$ cat config.mk
export PLATFORM = sky130hd
export DESIGN_NAME = frq_div_mod_flat
export DESIGN_NICKNAME = d
export VERILOG_FILES = /design/src/rtl/frq_div_mod_if.sv /design/src/rtl/frq_div_mod.sv /design/src/flat_wrapper.sv
export SDC_FILE = /design/constraint.sdc
export NUM_CORES = 1
export LEC_CHECK = 0
export CORE_AREA = 5 5 42 44
export DETAILED_ROUTE_END_ITERATION = 16
export DIE_AREA = 0 0 47 49
export SLEW_MARGIN = 0
export SYNTH_ARGS = -nofsm -noshare
export SYNTH_HDL_FRONTEND = slang
export SYNTH_SLANG_ARGS = --single-unit
$ cat constraint.sdc
create_clock -name clk -period 1.4 [get_ports clk]
set_clock_uncertainty 0.2 [all_clocks]
set_input_delay 0.28 -clock clk [delete_from_list [all_inputs] [get_ports clk]]
set_output_delay 0.28 -clock clk [all_outputs]
set_load 0.005 [all_outputs]
$ cat src/rtl/frq_div_mod_if.sv
// Enable/output bundle for frq_div_mod; strobe_fall is present only when
// FRQ_DIV_FALL_STROBE_EN is defined.
interface frq_div_mod_if;
  logic en;
  logic signal_out;
  logic strobe_out;
`ifdef FRQ_DIV_FALL_STROBE_EN
  logic strobe_fall;

  modport master (output en, input signal_out, input strobe_out, input strobe_fall);
  modport slave  (input en, output signal_out, output strobe_out, output strobe_fall);
`else
  modport master (output en, input signal_out, input strobe_out);
  modport slave  (input en, output signal_out, output strobe_out);
`endif
endinterface

$ cat src/rtl/frq_div_mod.sv
// Integer clock divider: registered square wave plus one-clk rising-edge strobe.
// Optional falling-edge strobe enabled by defining FRQ_DIV_FALL_STROBE_EN.
module frq_div_mod #(
  parameter  int unsigned DIV   = 20,
  localparam int unsigned CNT_W = (DIV >= 2) ? $clog2(DIV) : 1
) (
  input  logic         clk,
  input  logic         rst,
  frq_div_mod_if.slave div_if
);

  localparam int unsigned LOW_CYC = DIV - DIV / 2;
  localparam logic [CNT_W-1:0] CNT_MAX = CNT_W'(DIV - 1);
  localparam logic [CNT_W-1:0] CNT_LOW = CNT_W'(LOW_CYC);

  generate
    if (DIV < 2) begin : g_bad_div
      $error("frq_div_mod: DIV must be >= 2");
    end
  endgenerate

  logic [CNT_W-1:0] cnt;
  logic [CNT_W-1:0] cnt_nx;
  logic             sig_q;
  logic             sig_d;

  always_comb begin
    cnt_nx = (cnt == CNT_MAX) ? '0 : cnt + CNT_W'(1);
  end

  // sig_d tracks signal_out even while frozen so a held-high wave strobes only once.
  always_ff @(posedge clk or posedge rst) begin
    if (rst) begin
      cnt   <= '0;
      sig_q <= 1'b0;
      sig_d <= 1'b0;
    end else begin
      sig_d <= sig_q;
      if (div_if.en) begin
        cnt   <= cnt_nx;
        sig_q <= (cnt_nx >= CNT_LOW);
      end
    end
  end

  assign div_if.signal_out = sig_q;
  assign div_if.strobe_out = sig_q & ~sig_d;
`ifdef FRQ_DIV_FALL_STROBE_EN
  assign div_if.strobe_fall = ~sig_q & sig_d;
`endif

endmodule

$ cat src/flat_wrapper.sv
// flat-port wrapper written by rule: the top's interface ports become plain ports
module frq_div_mod_flat 
#(
  parameter  int unsigned DIV   = 20,
  localparam int unsigned CNT_W = (DIV >= 2) ? $clog2(DIV) : 1
)
  (clk, rst, div_if_en, div_if_signal_out, div_if_strobe_out);
  frq_div_mod_if div_if_i ();
  input  logic clk;
  input  logic rst;
  input wire logic [$bits(div_if_i.en)-1:0] div_if_en;
  output wire logic [$bits(div_if_i.signal_out)-1:0] div_if_signal_out;
  output wire logic [$bits(div_if_i.strobe_out)-1:0] div_if_strobe_out;
  assign div_if_i.en = div_if_en;
  assign div_if_signal_out = div_if_i.signal_out;
  assign div_if_strobe_out = div_if_i.strobe_out;
  frq_div_mod #(.DIV(DIV)) u_core (.clk(clk), .rst(rst), .div_if(div_if_i));
endmodule
# Word level (Yosys, flattened, before mapping)
# Index checks and enable logic that the tools add are counted.
# word_totals
ff_bits	7
wordCells	9
out_inout_bits	2
in_bits	3
# op_classes
n_lt_le_gt_ge	1
n_bitwise	2
n_eq_ne	1
mux	1
add_sub_neg	1
# op_table
cell	count
$add A5 B1 Y5 const B	1
$eq A5 B5 Y1 const B	1
$ge A5 B4 Y1 const B	1
$mux W5	1
$and A1 B1 Y1	1
$not A1 Y1	1

# Longest topological paths before layout
# logic_depth
depth_word	3
depth_mapped	4
mapped_depth_nobuf	4

# Worst setup path after synthesis
# Ideal clock, no wire load.
# synth_timing
path_type	reg-to-reg
startpoint	reg u_core.cnt[0]
endpoint	reg u_core.sig_q, in the netlist u_core.div_if.signal_out
required_time_ns	1.059
path_buffers	0
t_arrival_ns	1.070
setup_time_ns	0.141
path_stages_with_launch	5
setup_slack_ns	-0.012
cell_sequence	dfrtp_1 ha_1 and3b_1 o21ai_1 a41oi_1
# synth_between
elab_chain_len	3
word_cells_on_any_way	4
cone_classes	add/sub: 1; order compare: 1; eq/ne: 1; mux: 1
# synth_lines
element	line_no	text
start, declared	frq_div_mod.sv:22	logic [CNT_W-1:0] cnt;
start signal, assigned	frq_div_mod.sv:40	cnt <= cnt_nx;
$add A5 B1 Y5 or $eq A5 B5 Y1 (tied branches)	frq_div_mod.sv:28	cnt_nx = (cnt == CNT_MAX) ? '0 : cnt + CNT_W'(1);
$mux W5 (*)	frq_div_mod.sv:28	
$ge A5 B4 Y1 (*)	frq_div_mod.sv:41	sig_q <= (cnt_nx >= CNT_LOW);
end signal, assigned	frq_div_mod.sv:41	
end, declared	frq_div_mod.sv:24	logic sig_q;
# Every way passes the cells marked *; elsewhere a longest branch is shown, timed or not.
# A chain may end at the register's enable or synchronous reset.

# Worst setup path after layout
# Same ends and word-level chain as after synthesis.

==> results.sh <==
export IMPL_path_max_fanout=5
export IMPL_power_density_nw_per_um2=2120
export IMPL_worstPathRequired_ns=1.30
export IMPL_drv_cap=0
export IMPL_numCtsBuffers=3
export IMPL_swShare=0.374
export IMPL_post_place_cells=61
export IMPL_die_h_um=49
export IMPL_hold_viol_final=0
export IMPL_core_area_um2=1400
export IMPL_status="complete, but fails checks"
export IMPL_worstMarginPinSlew_ns=0.279
export IMPL_p_switching_w=0.000391
export IMPL_rrSetupSlack_ns=-0.04
export IMPL_grt_usage=0.0830
export IMPL_p_seq_frac=0.389
export IMPL_drive_gt1_frac=0.306
export IMPL_dr_pass1_iters=4
export IMPL_final_cell_mix="6 x dfrtp_1, 4 x inv_1, 4 x buf_4, 3 x nor2b_1, 3 x clkbuf_4"
export IMPL_p_int_w=0.000655
export IMPL_fin_nets=54
export IMPL_num_vias=339
export IMPL_slew_viol_final=0
export IMPL_clock_fmax_ghz=0.693
export IMPL_p_clk_frac=0.177
export IMPL_vias_per_cell=5.22
export IMPL_syn_area_per_cell_um2=9.88
export IMPL_syn_to_final_growth_pct=27.9
export IMPL_setup_worst_path_class="reg2reg"
export IMPL_drtIter0Drc=6
export IMPL_ant_nets=0
export IMPL_setup_ws_ns=-0.0420
export IMPL_clkTransAtPathRegs_ns=0.05
export IMPL_leakagePower_nw=0.214
export IMPL_path_cells="ha_4, xor2_1, o211ai_1, a41oi_1"
export IMPL_syn_inst=39
export IMPL_pwr_share_comb=0.434
export IMPL_drc=0
export IMPL_fin_crit_ns=1.44
export IMPL_dieArea_um2=2300
export IMPL_cp_start_kind="flop"
export IMPL_synth_net_count=43
export IMPL_grt_max_degree=11
export IMPL_synth_top_family_by_area="simple AND/OR/NAND/NOR gates"
export IMPL_die_w_um=47
export IMPL_min_path_type="in2async"
export IMPL_final_common_cell="dfrtp_1"
export IMPL_synth_top_area_frac=0.455
export IMPL_num_fill_cells=150
export IMPL_grt_pass1_vias=318
export IMPL_io_pins=5
export IMPL_post_cts_buffers=0
export IMPL_start_util=0.275
export IMPL_ys_ff_latch=7
export IMPL_critical_path_endpoint_type="flop"
export IMPL_stdcell_count=65
export IMPL_htreeDepth=1
export IMPL_synthTopCellsByArea="dfrtp_1 45%, nor2b_1 6.5%, inv_1 3.9%"
export IMPL_synth_simple_area_share=0.224
export IMPL_routed_wl_um=808
export IMPL_cts_max_path_buffers=2
export IMPL_utilization=0.352
export IMPL_yosysSeqAreaShare=0.455
export IMPL_n_antenna_cell=0
export IMPL_regArea_um2=176
export IMPL_cts_tree="done"
export IMPL_synth_compound_area_frac=0.156
export IMPL_synth_area_um2=385
export IMPL_synth_xor_area_frac=0.0455
export IMPL_irDropWorstVdd_mv=0.918
export IMPL_cpMaxStageDelayCell="dfrtp_1"
export IMPL_slowest_delay_ns=0.40
export IMPL_synth_mux_area_frac=0
export IMPL_rsz0062_at_grt="true"
export IMPL_gp_congestion=0.806
export IMPL_clock_sinks=7
export IMPL_critical_path_arrival_ns=1.35
export IMPL_grt_antenna_before_repair=0
export IMPL_synthAdderAreaFrac=0.0325
export IMPL_violations="negative setup slack"
export IMPL_ys_warn_count=0
export IMPL_grt_overflow_total=0
export IMPL_setup_viol=1
export IMPL_dp_hpwl_um=548
export IMPL_fin_crit_sh=1.03
export IMPL_clockRootBuffer="clkbuf_4"
export IMPL_synth_largest_area_cell="dfrtp_1"
export IMPL_wl_per_cell_um=12.4
export IMPL_clk_latency_ns=0.25
export IMPL_port_buffers=4
export IMPL_multi_input_area_um2=195
export IMPL_relSlewSlack=0.813
export IMPL_rows=14
export IMPL_yosysUniqueCellTypes=23
export IMPL_grt_pass1_wl_um=1370
-- critical path, delay by kind of cell, from the launching register on --
family / cells / cell delay (ns)
AO/OA/AOI/OAI: 2 / 0.36
adder cells (fa/ha/maj): 1 / 0.19
XOR/XNOR: 1 / 0.14
flip-flops: 1 / 0.40
-- final timing paths --
kind | endpoint | cells after the start | startpoint
min | u_core.div_if.signal_out$_DFFE_PP0P_ | 2 | rst
max reg2reg | u_core.div_if.signal_out$_DFFE_PP0P_ | 4 | u_core.cnt[0]$_DFFE_PP0P_
min reg2reg | u_core.sig_d$_DFF_PP0_ | 1 | u_core.div_if.signal_out$_DFFE_PP0P_
min in group clk | u_core.sig_d$_DFF_PP0_ | 1 | u_core.div_if.signal_out$_DFFE_PP0P_
max in group asynchronous | u_core.cnt[2]$_DFFE_PP0P_ | 2 | rst
max | u_core.div_if.signal_out$_DFFE_PP0P_ | 4 | u_core.cnt[0]$_DFFE_PP0P_
-- state kept, by name, summed over array words and instances (netlist names) --
name and cells:
u_core.div_if.signal_out 1, u_core.sig_d 1, u_core.cnt 5
-- stage by stage --
stage                     hold slack (ns)  area [µm²]  setup TNS (ns)  total power (W)  worst slack [ns]
after floorplan                    -0.117         388               0         0.000661            0.0311
after global placement              0.271         459          -0.382         0.000808            -0.106
after detailed placement            0.268         459          -0.591         0.000822            -0.147
after CTS                          0.0602         494         -0.0266          0.00104           -0.0236
after global routing               0.0666         493          -0.107          0.00113           -0.0768
final                              0.0527         493         -0.0420          0.00105           -0.0420
-- layout make-up --
type | count | share of cell area
multi-input cells | 26 | 0.396
flip-flops and latches | 7 | 0.358
repair buffers | 8 | 0.122
clock buffers | 4 | 0.0533
well taps | 16 | 0.0406
inverters | 4 | 0.0305
-- power by group through the flow --
stage	combinational, W	sequential, W	clock [W]
finish	0.000453	0.000407	0.000185
global route	0.000504	0.000421	0.000205
CTS	0.000450	0.000399	0.000186
detailed placement	0.000433	0.000388	0
global placement	0.000422	0.000386	0
floorplan	0.000296	0.000366	0
-- kinds of logic (layout without fill, tap and decap cells) --
kind of cell	Yosys count	after routing
AOI/OAI and AO/OA	9	9
xor gates and xnor gates	2	2
adders and majority gates	1	1
buffers and inverters	6	16
DFF	7	7
and+or+nand+nor	14	14
-- routing by layer --
metal,vias up,share of wire,track usage
met5,-,0,0
met4,0,0,0.0276
met3,0,0.080,0.0443
li1,155,-,-
met1,168,0.40,0.0923
met2,16,0.52,0.131
-- cell usage after synthesis --
master / count
a21o_1: 1
a31o_2: 1
a31oi_1: 1
a41oi_1: 1
and3b_1: 1
and4bb_2: 1
buf_4: 1
buf_6: 1
dfrtp_1: 7
ha_1: 1
inv_1: 4
nand2_1: 2
nand3b_1: 1
nand4_1: 2
nor2_1: 2
nor2b_1: 4
nor3_1: 1
o211ai_1: 1
o21ai_0: 2
o21ai_1: 1
o22ai_1: 1
xnor2_1: 1
xor2_1: 1
-- repair_timing --
| action | in CTS | in global routing |
|---|---|---|
| gates cloned | 0 | 0 |
| setup endpoints to repair | 3 | 4 |
| hold endpoints to repair | 0 | 0 |
| hold buffers | 0 | 0 |
| resized for setup | 9 | 3 |
Note: power is estimated with default switching activity, not from simulation.
